### config.mk
export PLATFORM = sky130hd
export DESIGN_NAME = spike_window_counter
export DESIGN_NICKNAME = d
export VERILOG_FILES = /design/src/rtl/spike_window_counter.sv
export SDC_FILE = /design/constraint.sdc
export NUM_CORES = 1
export LEC_CHECK = 0
export ABC_AREA = 1
export BUFFER_PORTS_ARGS = -buffer_cell sky130_fd_sc_hd__buf_2
export CAP_MARGIN = 20
export CELL_PAD_IN_SITES_DETAIL_PLACEMENT = 0
export CELL_PAD_IN_SITES_GLOBAL_PLACEMENT = 2
export CORE_ASPECT_RATIO = 1.4
export CORE_MARGIN = 1
export CORE_UTILIZATION = 40
export CTS_CLUSTER_SIZE = 28
export DETAILED_ROUTE_END_ITERATION = 6
export PLACE_DENSITY_LB_ADDON = 0.3
export SLEW_MARGIN = 5
export SYNTH_ARGS = -nofsm -noshare
export SYNTH_HDL_FRONTEND = slang
export SYNTH_SLANG_ARGS = --single-unit
export TNS_END_PERCENT = 50
### constraint.sdc
create_clock -name clk -period 6.9 [get_ports clk]
set_clock_uncertainty 0.2 [all_clocks]
set_input_delay 0 -clock clk [delete_from_list [all_inputs] [get_ports clk]]
set_output_delay 0 -clock clk [all_outputs]
set_load 0.02 [all_outputs]
### src/rtl/spike_window_counter.sv
// spike_window_counter
// Counts rising edges on each spike channel over a programmable window of
// clock cycles. When a window ends, the per-channel counts and saturation
// flags are latched and frame_valid pulses for one cycle. Windows run
// back-to-back while enable stays high. Latched counts are read one channel
// at a time through the rd_sel mux.
module spike_window_counter #(
    parameter int N_CH  = 4,
    parameter int CNT_W = 8,
    parameter int WIN_W = 8,
    parameter int SEL_W = 2
) (
    input  logic             clk,
    input  logic             reset,
    input  logic             enable,
    input  logic [WIN_W-1:0] win_len,
    input  logic [N_CH-1:0]  spike_in,
    input  logic [SEL_W-1:0] rd_sel,
    output logic [CNT_W-1:0] count_out,
    output logic [N_CH-1:0]  overflow_out,
    output logic             frame_valid,
    output logic             busy
);

    localparam logic [0:0] IDLE  = 1'b0;
    localparam logic [0:0] COUNT = 1'b1;

    localparam logic [CNT_W-1:0] CNT_MAX  = '1;
    // win_len == 0 selects the longest window, 2^WIN_W cycles.
    localparam logic [WIN_W:0]   WIN_FULL = {1'b1, {WIN_W{1'b0}}};
    localparam logic [WIN_W:0]   TIMER_LAST = {{WIN_W{1'b0}}, 1'b1};

    logic [0:0]       state;
    logic [WIN_W:0]   timer;
    logic [N_CH-1:0]  prev_spike;
    logic [N_CH-1:0]  spike_edge;
    logic [N_CH-1:0]  live_ovf;
    logic [N_CH-1:0]  latched_ovf;
    logic [CNT_W-1:0] live_cnt    [N_CH];
    logic [CNT_W-1:0] latched_cnt [N_CH];
    logic [CNT_W-1:0] next_cnt    [N_CH];
    logic [N_CH-1:0]  next_ovf;
    logic [WIN_W:0]   reload_len;
    logic             last_cycle;

    assign spike_edge   = spike_in & ~prev_spike;
    assign reload_len   = (win_len == '0) ? WIN_FULL : {1'b0, win_len};
    assign last_cycle   = (timer == TIMER_LAST);
    assign busy         = (state == COUNT);
    assign overflow_out = latched_ovf;

    // Saturating per-channel increment, including the edge of the current cycle.
    always_comb begin
        // NOTE: every output of a combinational block gets a default first so no latch is inferred.
        next_ovf = live_ovf;
        for (int i = 0; i < N_CH; i++) begin
            next_cnt[i] = live_cnt[i];
            if (spike_edge[i]) begin
                if (live_cnt[i] == CNT_MAX) begin
                    next_ovf[i] = 1'b1;
                end else begin
                    next_cnt[i] = live_cnt[i] + 1'b1;
                end
            end
        end
    end

    // Window FSM, live counters, timer and the latched frame.
    always_ff @(posedge clk) begin
        if (reset) begin
            state       <= IDLE;
            timer       <= '0;
            prev_spike  <= '0;
            live_ovf    <= '0;
            latched_ovf <= '0;
            frame_valid <= 1'b0;
            // NOTE: the count arrays are real registers with a defined reset
            // value (readable on count_out), so they are cleared here too.
            for (int i = 0; i < N_CH; i++) begin
                live_cnt[i]    <= '0;
                latched_cnt[i] <= '0;
            end
        end else begin
            // NOTE: non-blocking assignments throughout, so every register
            // samples the pre-edge values regardless of statement order.
            prev_spike  <= spike_in;
            frame_valid <= 1'b0;
            case (state)
                IDLE: begin
                    if (enable) begin
                        state <= COUNT;
                        timer <= reload_len;
                    end
                end
                COUNT: begin
                    if (!enable) begin
                        // Abort: drop the partial window, keep the last frame.
                        state    <= IDLE;
                        timer    <= '0;
                        live_ovf <= '0;
                        for (int i = 0; i < N_CH; i++) begin
                            live_cnt[i] <= '0;
                        end
                    end else if (last_cycle) begin
                        // Close the window and start the next one with no gap.
                        latched_ovf <= next_ovf;
                        frame_valid <= 1'b1;
                        live_ovf    <= '0;
                        timer       <= reload_len;
                        for (int i = 0; i < N_CH; i++) begin
                            latched_cnt[i] <= next_cnt[i];
                            live_cnt[i]    <= '0;
                        end
                    end else begin
                        live_ovf <= next_ovf;
                        timer    <= timer - 1'b1;
                        for (int i = 0; i < N_CH; i++) begin
                            live_cnt[i] <= next_cnt[i];
                        end
                    end
                end
                default: begin
                    state <= IDLE;
                end
            endcase
        end
    end

    // Readout mux; selects beyond the last channel read as zero.
    always_comb begin
        count_out = '0;
        for (int i = 0; i < N_CH; i++) begin
            if (rd_sel == SEL_W'(i)) begin
                count_out = latched_cnt[i];
            end
        end
    end

endmodule

==> flow_metrics.env, run 1 <==
export IMPL_dpl_hpwl_mm=7.18
export IMPL_finalSetupViolCount=0
export IMPL_syn_to_final_growth_pct=20.6
export IMPL_gp_congestion=0.839
export IMPL_end_kind="flop"
export IMPL_synthSimpleGateAreaFrac=0.276
export IMPL_drv_cap=0
export IMPL_crit_fanout=11
export IMPL_clock_fmax_ghz=0.311
export IMPL_reg2reg_depth=13
export IMPL_die_h_um=127
export IMPL_cts_buffers=9
export IMPL_syn_inst=520
export IMPL_grt_overflow=0
export IMPL_synthAdderAreaFrac=0.0167
export IMPL_first_pass_iters=4
export IMPL_drtAntennaViolNets=0
export IMPL_htree_levels=3
export IMPL_ios=31
export IMPL_synth_fp_nets=543
export IMPL_crit_end="timer[6]"
export IMPL_synthesis_area_per_instance_sq_um=8.63
export IMPL_final_common_cell="nand2_1"
export IMPL_clk_pin_slew_ns=0.06
export IMPL_ys_seq_area_frac=0.531
export IMPL_portBuffers=30
export IMPL_maxSlewHeadroom=0.477
export IMPL_startpoint="timer[1]"
export IMPL_slew_violations=0
export IMPL_synth_area_mux_share=0.00446
export IMPL_clock_path_buffers=2
export IMPL_core_area_sq_mm=0.0109
export IMPL_power_per_cell_area_mw_per_mm2=218
export IMPL_root_buffer="clkbuf_16"
export IMPL_synth_xor_area_frac=0.0332
export IMPL_ir_worst_vdd_uv=124
export IMPL_die_area_sq_mm=0.0117
export IMPL_power_leakage_uw=0.00221
export IMPL_grt_total_usage=0.192
export IMPL_clkLatencyLatePin_ns=0.34
export IMPL_antenna_cells=0
export IMPL_critPathArrivalTime_ns=3.29
export IMPL_layout_common_cells="nand2_1, nor2_1, edfxtp_1"
export IMPL_drcViolationCount=0
export IMPL_final_util=0.498
export IMPL_drt_total_wl_mm=10.3
export IMPL_start_util=0.413
export IMPL_grt_pass1_vias=3664
export IMPL_tightest_slew_ns=0.781
export IMPL_drive_above_1_share=0.118
export IMPL_die_w_um=91.5
export IMPL_synth_compound_area_frac=0.0717
export IMPL_cts_tree="done"
export IMPL_fill_cells=1058
export IMPL_synth_cell_types=37
export IMPL_finalCriticalPeriod_ns=3.21
export IMPL_fin_setup_tns_ns=0
export IMPL_synth_warnings=0
export IMPL_viasPerCell=4.99
export IMPL_r2r_end="timer[6]"
export IMPL_grt_max_degree=36
export IMPL_post_route_period_util=0.466
export IMPL_synth_top_family_by_area="simple AND/OR/NAND/NOR gates"
export IMPL_final_nets=611
export IMPL_grt_first_pass_wirelength_mm=17.4
export IMPL_netlist_area_sq_mm=0.00449
export IMPL_worstPathRequired_ns=6.98
export IMPL_status="finished, final reports clean"
export IMPL_num_vias=3661
export IMPL_grt_antenna_before_repair=0
export IMPL_critical_path_class="flop to flop"
export IMPL_final_hold_viol_count=0
export IMPL_start_kind="flop"
export IMPL_drtIter0Drc=215
export IMPL_hp_class="flop to flop"
export IMPL_cts_sinks=87
export IMPL_rsz0062_at_grt="false"
export IMPL_r2r_slack_ns=3.69
export IMPL_ys_ff_latch=87
export IMPL_cts_resized_gates=0
export IMPL_wl_per_cell_um=14.1
export IMPL_r2r_start="timer[1]"
export IMPL_num_rows=45
==> sequential cells by signal, indices dropped and copies added (netlist names) <==
signal and cells:
frame_valid 1, overflow_out 4, live_ovf 4, live_cnt 32, latched_cnt 32, timer 9
busy 1, prev_spike 4
==> worst max-delay path, stage by stage (launching register included) <==
cell and delay, ns:
dfxtp_1 0.35, inv_1 0.07, ha_1 0.18, inv_1 0.05, nor2_1 0.03, nand2_1 0.07
nor2_2 0.05, nor2_1 0.59, nand2_1 0.16, nand2_1 0.10, dlygate4sd3_1 0.54, nand2_1 0.06
a21oi_1 0.13, dlygate4sd3_1 0.57
==> synth_stat cells, drive strengths merged <==
cell    number  area, sq um
nand2      119          457
nor2        91          374
edfxtp      64         1920
inv         60          225
nand3       41          215
a21oi       25          144
dfxtp       23          460
o21ai       23          115
nand4       17          106
xor2        13          114
buf          9         63.8
ha           6         75.1
nor3         5         41.3
a221oi       4         35.0
xnor2        4         35.0
and2         3         18.8
clkbuf       2         7.51
mux2i        2         20.0
a31oi        1         6.26
and3         1         6.26
clkinv       1         3.75
nand3b       1         7.51
nor4         1         6.26
o21bai       1         7.51
o22ai        1         6.26
o31ai        1         7.51
or2          1         6.26
==> worst min path at each step <==
stage	start	end	slack, ns	cells past startpoint
floorplan	spike_in[1]	prev_spike[1]	-0.08	2
finish	overflow_out[0]	overflow_out[0]	0.25	2
global route	overflow_out[0]	overflow_out[0]	0.29	2
CTS	overflow_out[0]	overflow_out[0]	0.25	2
detailed placement	spike_in[1]	prev_spike[1]	0.03	3
global placement	spike_in[1]	prev_spike[1]	0.02	3
==> cell families (layout without fill, tap and decap cells) <==
family,after synthesis,in the layout
flops,87,87
compound gates,56,56
simple gates,280,280
buf+inv,72,145
fa+ha+maj,6,6
xor+xnor,17,17
mux,2,2
==> report_power, final <==
| group | internal, uW | total, uW | switching, uW |
|---|---|---|---|
| registers | 584 | 602 | 18.3 |
| clock network | 245 | 446 | 201 |
| logic | 52.4 | 133 | 80.8 |
| total | 882 | 1180 | 300 |
==> per-stage QoR <==
step | hold WS, ns | power (uW) | setup slack [ns] | cells | cell area, sq um
6_report | 0.251 | 1180 | 3.69 | 734 | 5410
5_1_grt | 0.287 | 1230 | 3.49 | 734 | 5410
4_1_cts | 0.254 | 1200 | 3.78 | 733 | 5380
3_5_place_dp | 0.0258 | 726 | 4.19 | 681 | 4750
3_3_place_gp | 0.0159 | 725 | 4.25 | 681 | 4750
2_1_floorplan | -0.0751 | 691 | 4.59 | 520 | 4490
==> routing by layer <==
layer	wire length, um	track usage	part of all wire	vias up
li1	-	-	-	1869
met1	4630	0.236	0.45	1737
met2	5320	0.343	0.51	48
met3	287	0.0351	0.028	7
met4	102	0.0532	0.0099	0
met5	0	0	0	-
==> timing repair <==
item                                    4_1_cts  5_1_grt
hold endpoints to repair                     16        0
hold buffers                                 36        0
endpoints found under the setup margin        0        0
setup buffers                                 0        0
==> area by class of cell <==
type,instances,area [sq um],share of cell area
Clock buffer,10,229,0.0423
Clock inverter,6,45.0,0.00832
Inverter,61,229,0.0423
Multi-Input combinational cell,361,1800,0.333
Sequential cell,87,2380,0.440
Tap cell,141,176,0.0326
Timing Repair Buffer,68,546,0.101
No activity file was read; power rests on OpenSTA's default activity.
==> run 2: changes to the inputs <==
ABC_AREA = 0   (was 1)
CORE_UTILIZATION = 36   (was 40)
clock period = 2.59 ns   (was 6.9 ns; I/O delays follow)
==> flow_metrics.env, run 2 <==
export IMPL_final_nets=481
export IMPL_rsz0062_at_grt="true"
export IMPL_r2r_start="timer[1]"
export IMPL_hp_class="input pin to flop"
export IMPL_path_cells="inv_1 -> ha_1 -> or4b_4 -> o21ai_4 -> mux2i_1 -> o22ai_1 -> dlygate4sd3_1"
export IMPL_post_cts_buffers=0
export IMPL_first_pass_iters=4
export IMPL_reg_top3="latched_cnt (32), live_cnt (32), timer (9)"
export IMPL_ys_flop_type="edfxtp_1"
export IMPL_synth_warnings=0
export IMPL_die_w_um=95.3
export IMPL_drtAntennaViolNets=0
export IMPL_fill_cells=1154
export IMPL_drv_cap=0
export IMPL_final_common_cell="nor2_1"
export IMPL_hold_depth=4
export IMPL_r2r_end="timer[0]"
export IMPL_drt_total_wl_mm=10.3
export IMPL_synth_fp_nets=418
export IMPL_grt_first_pass_wirelength_mm=16.9
export IMPL_crit_fanout=6
export IMPL_finalPower_uw=3330
export IMPL_fin_setup_tns_ns=0
export IMPL_power_per_cell_area_mw_per_mm2=624
export IMPL_maxSlewHeadroom=0.656
export IMPL_cts_buffers=9
export IMPL_worstPathRequired_ns=2.61
export IMPL_critPathBufInv=2
export IMPL_dpl_hpwl_mm=7.67
export IMPL_r2r_slack_ns=0.06
export IMPL_fin_hold_ws_ns=-0.0215
export IMPL_core_area_sq_mm=0.0119
export IMPL_clock_fmax_ghz=0.395
export IMPL_die_h_um=133
export IMPL_wl_met3_um=292
export IMPL_multi_input_area_sq_mm=0.00190
export IMPL_slew_violations=0
export IMPL_reg2reg_depth=7
export IMPL_viasPerCell=5.36
export IMPL_tightest_slew_ns=0.510
export IMPL_synth_edf_count=64
export IMPL_antenna_cells=0
export IMPL_wl_per_cell_um=16.9
export IMPL_ios=31
export IMPL_finalCriticalPeriod_ns=2.53
export IMPL_gp_congestion=0.818
export IMPL_syn_to_final_growth_pct=21.7
export IMPL_status="finished with violations"
export IMPL_synth_top_area_share=0.438
export IMPL_syn_inst=395
export IMPL_critPathArrivalTime_ns=2.55
export IMPL_cts_sinks=87
export IMPL_synth_common_cells="nor2_1, edfxtp_1, dfxtp_1, mux2i_1, nand2_1"
export IMPL_max_stage_delay_ns=0.55
export IMPL_grt_total_usage=0.178
export IMPL_cp_top_family="buffers and inverters"
export IMPL_violations="hold timing"
export IMPL_grt_antenna_before_repair=0
export IMPL_root_buffer="clkbuf_16"
export IMPL_whs_endpoint="timer[7]"
export IMPL_cts_tree="done"
export IMPL_top_layer_used="met4"
export IMPL_path_depth=7
export IMPL_seqCellArea_sq_mm=0.00238
export IMPL_synth_most_common_cell="nor2_1"
export IMPL_grt_overflow=0
export IMPL_ys_async_sr_fraction=0
export IMPL_post_route_period_util=0.979
export IMPL_portBuffers=30
export IMPL_start_util=0.370
export IMPL_end_kind="flop"
export IMPL_hp_start="enable"
export IMPL_yosys_area_top_type="edfxtp_1"
export IMPL_ys_ff_latch=87
export IMPL_ir_worst_vdd_uv=305
export IMPL_yosys_top_cells_area="edfxtp_1, dfxtp_1, nor2_1"
export IMPL_power_leakage_uw=0.00199
export IMPL_met2_length_mm=5.55
export IMPL_drcViolationCount=0
export IMPL_ys_seq_area_frac=0.543
export IMPL_wirelength_met1_mm=4.30
export IMPL_drtIter0Drc=224
export IMPL_clk_pin_slew_ns=0.06
export IMPL_die_area_sq_mm=0.0126
export IMPL_netlist_area_sq_mm=0.00439
export IMPL_finalSetupViolCount=0
export IMPL_clkLatencyLatePin_ns=0.33
export IMPL_layout_common_cells="nor2_1, edfxtp_1, buf_2"
export IMPL_critical_path_class="flop to flop"
export IMPL_synth_cell_types=61
export IMPL_grt_pass1_vias=3326
export IMPL_synthesis_area_per_instance_sq_um=11.1
export IMPL_start_kind="flop"
export IMPL_htree_levels=3
export IMPL_grt_max_degree=33
export IMPL_slowest_stage="dlygate4sd3_1"
export IMPL_drive_above_1_share=0.175
export IMPL_num_vias=3270
export IMPL_final_hold_viol_count=1
export IMPL_clock_path_buffers=2
export IMPL_num_rows=47
## run 2: cell types whose count changed in the layout (fill, tap and decap cells not counted), moves of 10 or more
cell and delta:
dlygate4sd3_1 -14, nand2_1 -99, o21ai_0 -12, nand3_1 -24
nand4_1 -11, mux2i_1 +18, nor2_2 -10, inv_1 -47
a21oi_1 -14
## run 2: kinds of logic after synthesis
kind of cell / count (synthesis) / share of synthesized area
AO/OA/AOI/OAI: 61 / 0.100
XOR/XNOR: 9 / 0.0180
adder cells (fa/ha/maj): 6 / 0.0171
buffers and inverters: 27 / 0.0259
flip-flops: 87 / 0.543
multiplexers: 29 / 0.0892
AND/OR/NAND/NOR: 176 / 0.207
## run 2: worst min-delay path: cells and delay by family
kind | cells | cell delay [ns]
compound gates | 2 | 0.18
buf+inv | 2 | 0.27
## run 2: worst max-delay path by stage
stage                         from           endpoint
detailed placement        timer[1]  latched_cnt[1][6]
finish                    timer[1]           timer[0]
global route              timer[1]           timer[0]
CTS                       timer[1]           timer[0]
global placement    live_cnt[2][0]  latched_cnt[2][1]
floorplan                 timer[1]  latched_cnt[0][0]
## run 2: cell type report
cell class / instances / area share
repair buffers: 65 / 0.0946
clock inverters: 6 / 0.0159
multi-input cells: 281 / 0.356
inverters: 14 / 0.0105
clock buffers: 10 / 0.0428
flip-flops and latches: 87 / 0.446
well taps: 147 / 0.0344
## run 2: metal layers
| metal | GRT usage | up-vias |
|---|---|---|
| met5 | 0 | - |
| met2 | 0.314 | 59 |
| met4 | 0.0699 | 0 |
| li1 | - | 1619 |
| met3 | 0.0253 | 8 |
| met1 | 0.212 | 1584 |
## run 2: metrics by stage
step / setup WS (ns) / hold slack (ns) / std cells / util / area, sq um
after floorplan: 0.130 / -0.0718 / 395 / - / 4390
after global placement: 0.371 / 0.0394 / 572 / 0.404 / 4800
after detailed placement: 0.380 / 0.0494 / 572 / 0.404 / 4800
after CTS: 0.0324 / 0.0257 / 611 / 0.450 / 5350
after global routing: -0.0417 / 0.0203 / 610 / 0.450 / 5340
final: 0.0556 / -0.0215 / 610 / 0.450 / 5340
## run 2: what timing repair did
action,CTS,global route
endpoints found under the setup margin,0,3
endpoints found under the hold margin,14,0
hold buffers,23,0
gates resized for setup,0,1
## run 2: power breakdown
part / internal [uW] / switching [uW]
Sequential: 1560 / 59.1
Combinational: 155 / 203
Clock: 842 / 517
